==> src/rtl/bcd_serial_adder_if.sv <==
// Operand/result bundle for the serial packed-BCD adder.
// Adds no latency: the interface holds nets only.
// Has no backpressure: start is only sampled while the adder is idle.
interface bcd_serial_adder_if #(
  parameter int DIGITS = 4,
  parameter int IDXW   = 2
);
  logic                  start;
  logic [4*DIGITS-1:0]   a;
  logic [4*DIGITS-1:0]   b;
  logic                  busy;
  logic                  done;
  logic [4*DIGITS+3:0]   result;
  logic                  err;
  logic [IDXW-1:0]       err_idx;
  logic                  err_op;

  // Requester side: drives operands and start, observes status and result.
  modport master (
    output start, a, b,
    input  busy, done, result, err, err_idx, err_op
  );

  // Adder side.
  modport slave (
    input  start, a, b,
    output busy, done, result, err, err_idx, err_op
  );
endinterface

==> src/rtl/bcd_serial_adder.sv <==
// Multi-digit packed-BCD adder that adds one digit per clock, least significant digit first.
// Latency: done is high DIGITS cycles after the start edge, or k+1 cycles after it for an error at digit k.
// Backpressure: none. Start is accepted only in IDLE; while busy it is ignored, not queued.
module bcd_serial_adder #(
  parameter int DIGITS = 4,
  parameter int IDXW   = 2
) (
  input  logic                clk,
  input  logic                rst,
  bcd_serial_adder_if.slave   bus
);

  typedef enum logic [1:0] {IDLE, RUN, DONE} state_t;

  state_t                state_q, state_d;
  logic [4*DIGITS-1:0]   a_q, b_q;
  logic [IDXW-1:0]       idx_q;
  logic                  carry_q;
  logic [4*DIGITS+3:0]   result_q;
  logic                  err_q;
  logic [IDXW-1:0]       err_idx_q;
  logic                  err_op_q;

  // Single-digit stage signals for the digit currently addressed by idx_q.
  logic [3:0]            a_d, b_d;
  logic                  a_bad, b_bad;
  logic [4:0]            sum5;
  logic [3:0]            dig;
  logic                  cout;
  logic                  last;

  // Select the current digit pair and run the single-digit BCD add with decimal correction.
  always_comb begin
    a_d = 4'd0;
    b_d = 4'd0;
    for (int i = 0; i < DIGITS; i++) begin
      if (idx_q == IDXW'(i)) begin
        a_d = a_q[4*i +: 4];
        b_d = b_q[4*i +: 4];
      end
    end
    a_bad = (a_d > 4'd9);
    b_bad = (b_d > 4'd9);
    sum5  = {1'b0, a_d} + {1'b0, b_d} + {4'd0, carry_q};
    cout  = (sum5 > 5'd9);
    // The +6 correction wraps modulo 16, which yields the low decimal digit of 10..19.
    dig   = cout ? (sum5[3:0] + 4'd6) : sum5[3:0];
    last  = (idx_q == IDXW'(DIGITS - 1));
  end

  // State register.
  always_ff @(posedge clk or posedge rst) begin
    if (rst) state_q <= IDLE;
    else     state_q <= state_d;
  end

  // Next-state logic. DONE always lasts one cycle, so a start that coincides with done is dropped.
  always_comb begin
    state_d = state_q;
    case (state_q)
      IDLE:    if (bus.start) state_d = RUN;
      RUN:     if (a_bad || b_bad || last) state_d = DONE;
      DONE:    state_d = IDLE;
      default: state_d = IDLE;
    endcase
  end

  // Datapath: latch operands at accept, then write one result digit per RUN cycle, or abort on a bad digit.
  always_ff @(posedge clk or posedge rst) begin
    if (rst) begin
      a_q       <= '0;
      b_q       <= '0;
      idx_q     <= '0;
      carry_q   <= 1'b0;
      result_q  <= '0;
      err_q     <= 1'b0;
      err_idx_q <= '0;
      err_op_q  <= 1'b0;
    end else begin
      case (state_q)
        IDLE: begin
          if (bus.start) begin
            a_q       <= bus.a;
            b_q       <= bus.b;
            idx_q     <= '0;
            carry_q   <= 1'b0;
            result_q  <= '0;
            err_q     <= 1'b0;
            err_idx_q <= '0;
            err_op_q  <= 1'b0;
          end
        end
        RUN: begin
          if (a_bad || b_bad) begin
            // Operand A is reported when both digits are bad.
            err_q     <= 1'b1;
            err_idx_q <= idx_q;
            err_op_q  <= !a_bad;
            result_q  <= '0;
          end else begin
            for (int i = 0; i < DIGITS; i++) begin
              if (idx_q == IDXW'(i)) result_q[4*i +: 4] <= dig;
            end
            carry_q <= cout;
            if (last) result_q[4*DIGITS +: 4] <= {3'b000, cout};
            else      idx_q <= idx_q + 1'b1;
          end
        end
        default: ;
      endcase
    end
  end

  assign bus.busy    = (state_q != IDLE);
  assign bus.done    = (state_q == DONE);
  assign bus.result  = result_q;
  assign bus.err     = err_q;
  assign bus.err_idx = err_idx_q;
  assign bus.err_op  = err_op_q;

endmodule

==> src/flat_wrapper.sv <==
// flat-port wrapper written by rule: the top's interface ports become plain ports
module bcd_serial_adder_flat 
#(
  parameter int DIGITS = 4,
  parameter int IDXW   = 2
)
  (clk, rst, bus_start, bus_a, bus_b, bus_busy, bus_done, bus_result, bus_err, bus_err_idx, bus_err_op);
  bcd_serial_adder_if #(.DIGITS(DIGITS), .IDXW(IDXW)) bus_i ();
  input  logic clk;
  input  logic rst;
  input wire logic [$bits(bus_i.start)-1:0] bus_start;
  input wire logic [$bits(bus_i.a)-1:0] bus_a;
  input wire logic [$bits(bus_i.b)-1:0] bus_b;
  output wire logic [$bits(bus_i.busy)-1:0] bus_busy;
  output wire logic [$bits(bus_i.done)-1:0] bus_done;
  output wire logic [$bits(bus_i.result)-1:0] bus_result;
  output wire logic [$bits(bus_i.err)-1:0] bus_err;
  output wire logic [$bits(bus_i.err_idx)-1:0] bus_err_idx;
  output wire logic [$bits(bus_i.err_op)-1:0] bus_err_op;
  assign bus_i.start = bus_start;
  assign bus_i.a = bus_a;
  assign bus_i.b = bus_b;
  assign bus_busy = bus_i.busy;
  assign bus_done = bus_i.done;
  assign bus_result = bus_i.result;
  assign bus_err = bus_i.err;
  assign bus_err_idx = bus_i.err_idx;
  assign bus_err_op = bus_i.err_op;
  bcd_serial_adder #(.DIGITS(DIGITS), .IDXW(IDXW)) u_core (.clk(clk), .rst(rst), .bus(bus_i));
endmodule
==> config.mk <==
export PLATFORM = sky130hd
export DESIGN_NAME = bcd_serial_adder_flat
export DESIGN_NICKNAME = d
export VERILOG_FILES = /design/src/rtl/bcd_serial_adder_if.sv /design/src/rtl/bcd_serial_adder.sv /design/src/flat_wrapper.sv
export SDC_FILE = /design/constraint.sdc
export NUM_CORES = 1
export LEC_CHECK = 0
export BUFFER_PORTS_ARGS = -buffer_cell sky130_fd_sc_hd__buf_4
export CORE_MARGIN = 1
export CORE_UTILIZATION = 59
export DETAILED_ROUTE_END_ITERATION = 8
export PLACE_DENSITY_LB_ADDON = 0.1
export SYNTH_ARGS = -nofsm -noshare
export SYNTH_HDL_FRONTEND = slang
export SYNTH_SLANG_ARGS = --single-unit
==> constraint.sdc <==
create_clock -name clk -period 6.85 [get_ports clk]
set_input_delay 1.37 -clock clk [delete_from_list [all_inputs] [get_ports clk]]
set_output_delay 1.37 -clock clk [all_outputs]
set_load 0.01 [all_outputs]
==> reports/qor.txt <==
Cell Chain, Critical Path = inv_1, ha_1, inv_1, o211ai_1, o211a_1, a21oi_1, fa_1, fa_1, xor2_1, ha_1, a22o_1, o31ai_1, mux2_1, o32ai_1
Root Driver = clkbuf_8
Vias = 2399
Post-CTS Resized = 0
hold_buf cts = 0
Setup Skew = 0.006850 ns
die height = 73.45 microns
Clock Path Buffers = 2
die area = 5394 sq um
DR WL/cell = 14.73 microns
CTS clk-pin slew, worst paths = 0.06 ns
Logic pwr share = 60.8%
Synth async-reset ratio = 100.0%
number of vias per cell = 5.440
drc violations = 0
ant diodes = 0
delay-heaviest family, CP = adder cells
Slew Limit Fails = 0
mapped cell area = 3012 sq um
Flop pwr share = 26.3%
clock network power share = 12.9%
clk_lat worst skew = 0.34 ns
initial antenna violation count = 0
# port buffers = 57
Avg Cell Area, Syn = 9.531 sq um
first-pass GRT wire length = 11010 microns
Placed Instance Area = 3443 sq um
arrival time at the worst endpoint = 4.82 ns
Yosys reg bits = 58
Final Hold Fails = 0
Worst slew margin = 20.69%
drt pass-1 iters = 4
layout cells sized above 1 = 24.06%
GR Overflow Total = 0
fmax = 218.0 MHz
Initial Util = 62.52%
largest net degree at the start of global routing = 59
Net Switching = 1008 uW
Pleak = 0.001777 uW
Setup CP Type = flip-flop to flip-flop
Crit. End Element = flip-flop
Yosys warnings = 0
placed cell count = 426
worst path bufs/invs = 2
Crit path required time = 7.09 ns
fin area = 3613 sq um
CTS Buf Count = 9
Iteration-0 DRC Markers = 168
worst slew pin tran = 1.190 ns
Placeable Area = 4817 sq um
sw frac = 47.06%
IO Pins = 61
post-CTS setup buffer count = 0
vias in the first global route = 2334
GPL Wtd Cong = 0.9492
DP HPWL = 4533 microns
Multi-input gate area = 1334 sq um
Final ANT Viol Nets = 0
All-Layer GR Usage = 27.60%
fill count = 386
Synth cell types = 50
crit path time final = 4.586 ns
worst IR drop on VDD = 310.7 uV
Cells after Synth = 316
crit-path max FO = 15
slowest cell on the critical path = o31ai_1
Cell Int Power = 1134 uW
Hold Path Class = flip-flop to flip-flop
register area share after synthesis = 48.19%
Total Power = 2141 uW
RSZ-0062 raised after global routing = no
final wirelength = 6497 microns
Post-synth EDFFs = 0
H-Tree Depth = 3
synth-to-layout area growth = 19.98%
final std cells w/o fill = 441
Final #Nets = 415
Worst path max stage delay = 0.52 ns
CTS sink cnt = 58
site row count = 25
Tcrit/Tclk final = 66.95%
most frequent cells in the layout = 93 x nand2_1, 58 x buf_4, 58 x dfrtp_1, 36 x inv_1, 16 x o32ai_1
Storage cell area = 1451 sq um
TritonCTS clock tree = built
Setup Total Neg Slack = 0 ns
die width = 73.45 microns
prevailing post-synth register cell = dfrtp_1
most common cell after layout, fill and taps aside = nand2_1
max cap viols = 0
crit path launch type = flip-flop
# setup viols final = 0
status = finished, final reports clean
pwr dens = 592.6 nW/um^2
cell type report:
class	count	area share, %
clock buffers	12	4.294
well taps	67	2.320
inverters	37	3.843
repair buffers	58	12.05
multi-input cells	206	36.91
flip-flops and latches	58	40.17
clock inverters	3	0.4155
metrics by stage:
step	util, %	worst slack [ns]	hold WS [ns]
4_1_cts	75.01	2.279	0.4856
5_1_grt	75.01	1.986	0.5065
3_3_place_gp	71.48	2.585	0.4618
3_5_place_dp	71.48	2.304	0.4704
6_report	75.01	2.264	0.4826
2_1_floorplan	-	2.913	0.4374
routing by layer:
layer	part of all wire, %	global-route usage [%]	wire length, microns
met5	0	0	0
met4	1.8	12.39	118
met3	4.8	7.407	313
met2	47	42.30	3082
met1	46	36.77	2982
worst register-to-register path, stage by stage, from the launching register on:
cell and delay [ns]:
dfrtp_1 0.43, inv_1 0.12, ha_1 0.48, inv_1 0.25
o211ai_1 0.14, o211a_1 0.16, a21oi_1 0.05, fa_1 0.51
fa_1 0.47, xor2_1 0.19, ha_1 0.25, a22o_1 0.21
o31ai_1 0.52, mux2_1 0.45, o32ai_1 0.26
kinds of logic (layout without fill, tap and decap cells):
logic type,after synthesis,count (layout),share of synthesized area (%)
adder cells (fa/ha/maj),10,10,4.653
flip-flops,58,58,48.19
buffers and inverters,54,110,7.769
AND/OR/NAND/NOR,124,124,18.86
other,1,3,0.1245
AO/OA/AOI/OAI,61,61,17.74
XOR/XNOR,2,2,0.5817
multiplexers,6,6,2.077
state kept, by name, summed over array words and instances (netlist names):
signal / flops
u_core.bus.err: 1
u_core.a_q: 16
u_core.bus.result: 17
u_core.state_q: 2
u_core.idx_q: 2
u_core.b_q: 16
u_core.carry_q: 1
u_core.bus.err_idx: 2
u_core.bus.err_op: 1
synthesized netlist by cell type, types with 2 or more instances:
cell type	instances	area [sq um]
dfrtp_1	58	1451
nand2b_1	2	12.51
buf_4	6	45.04
a21oi_1	6	30.03
o21ai_0	7	35.03
xor2_1	2	17.52
o22ai_1	3	18.77
a31oi_1	2	12.51
a211oi_1	4	30.03
a221oi_2	5	75.07
nand3b_1	7	52.55
nor2_1	5	18.77
o2bb2ai_1	2	17.52
o32ai_1	16	140.1
inv_1	37	138.9
fa_1	2	40.04
ha_1	8	100.1
clkbuf_1	8	30.03
nor3b_1	3	22.52
a41oi_2	3	48.80
mux2i_1	4	40.04
nor2b_1	2	12.51
or2_2	2	12.51
mux2_1	2	22.52
nand2_1	93	349.1
and2_1	3	18.77
power by group through the flow:
| stage | Sequential, uW | Combinational, uW | Clock (uW) |
|---|---|---|---|
| floorplan | 558 | 976 | 0 |
| global placement | 563 | 1240 | 0 |
| detailed placement | 565 | 1280 | 0 |
| CTS | 562 | 1290 | 282 |
| global route | 578 | 1430 | 297 |
| finish | 563 | 1300 | 277 |
path summary, 6_finish.rpt:
kind                                             startpoint                               end  slack (ns)  cells past startpoint
worst max-delay path            u_core.idx_q[0]$_DFFE_PP0P_  u_core.bus.result[6]$_DFFE_PP0P_        2.26                     14
worst min-delay path             u_core.b_q[15]$_DFFE_PP0P_        u_core.b_q[15]$_DFFE_PP0P_        0.48                      2
worst max register to register  u_core.idx_q[0]$_DFFE_PP0P_  u_core.bus.result[6]$_DFFE_PP0P_        2.26                     14
worst min register to register   u_core.b_q[15]$_DFFE_PP0P_        u_core.b_q[15]$_DFFE_PP0P_        0.48                      2
max in group asynchronous                               rst         u_core.b_q[0]$_DFFE_PP0P_        5.13                      3
min in group asynchronous                               rst     u_core.state_q[0]$_DFFE_PP0P_        1.22                      3
Power figures use the tool's default switching activity.
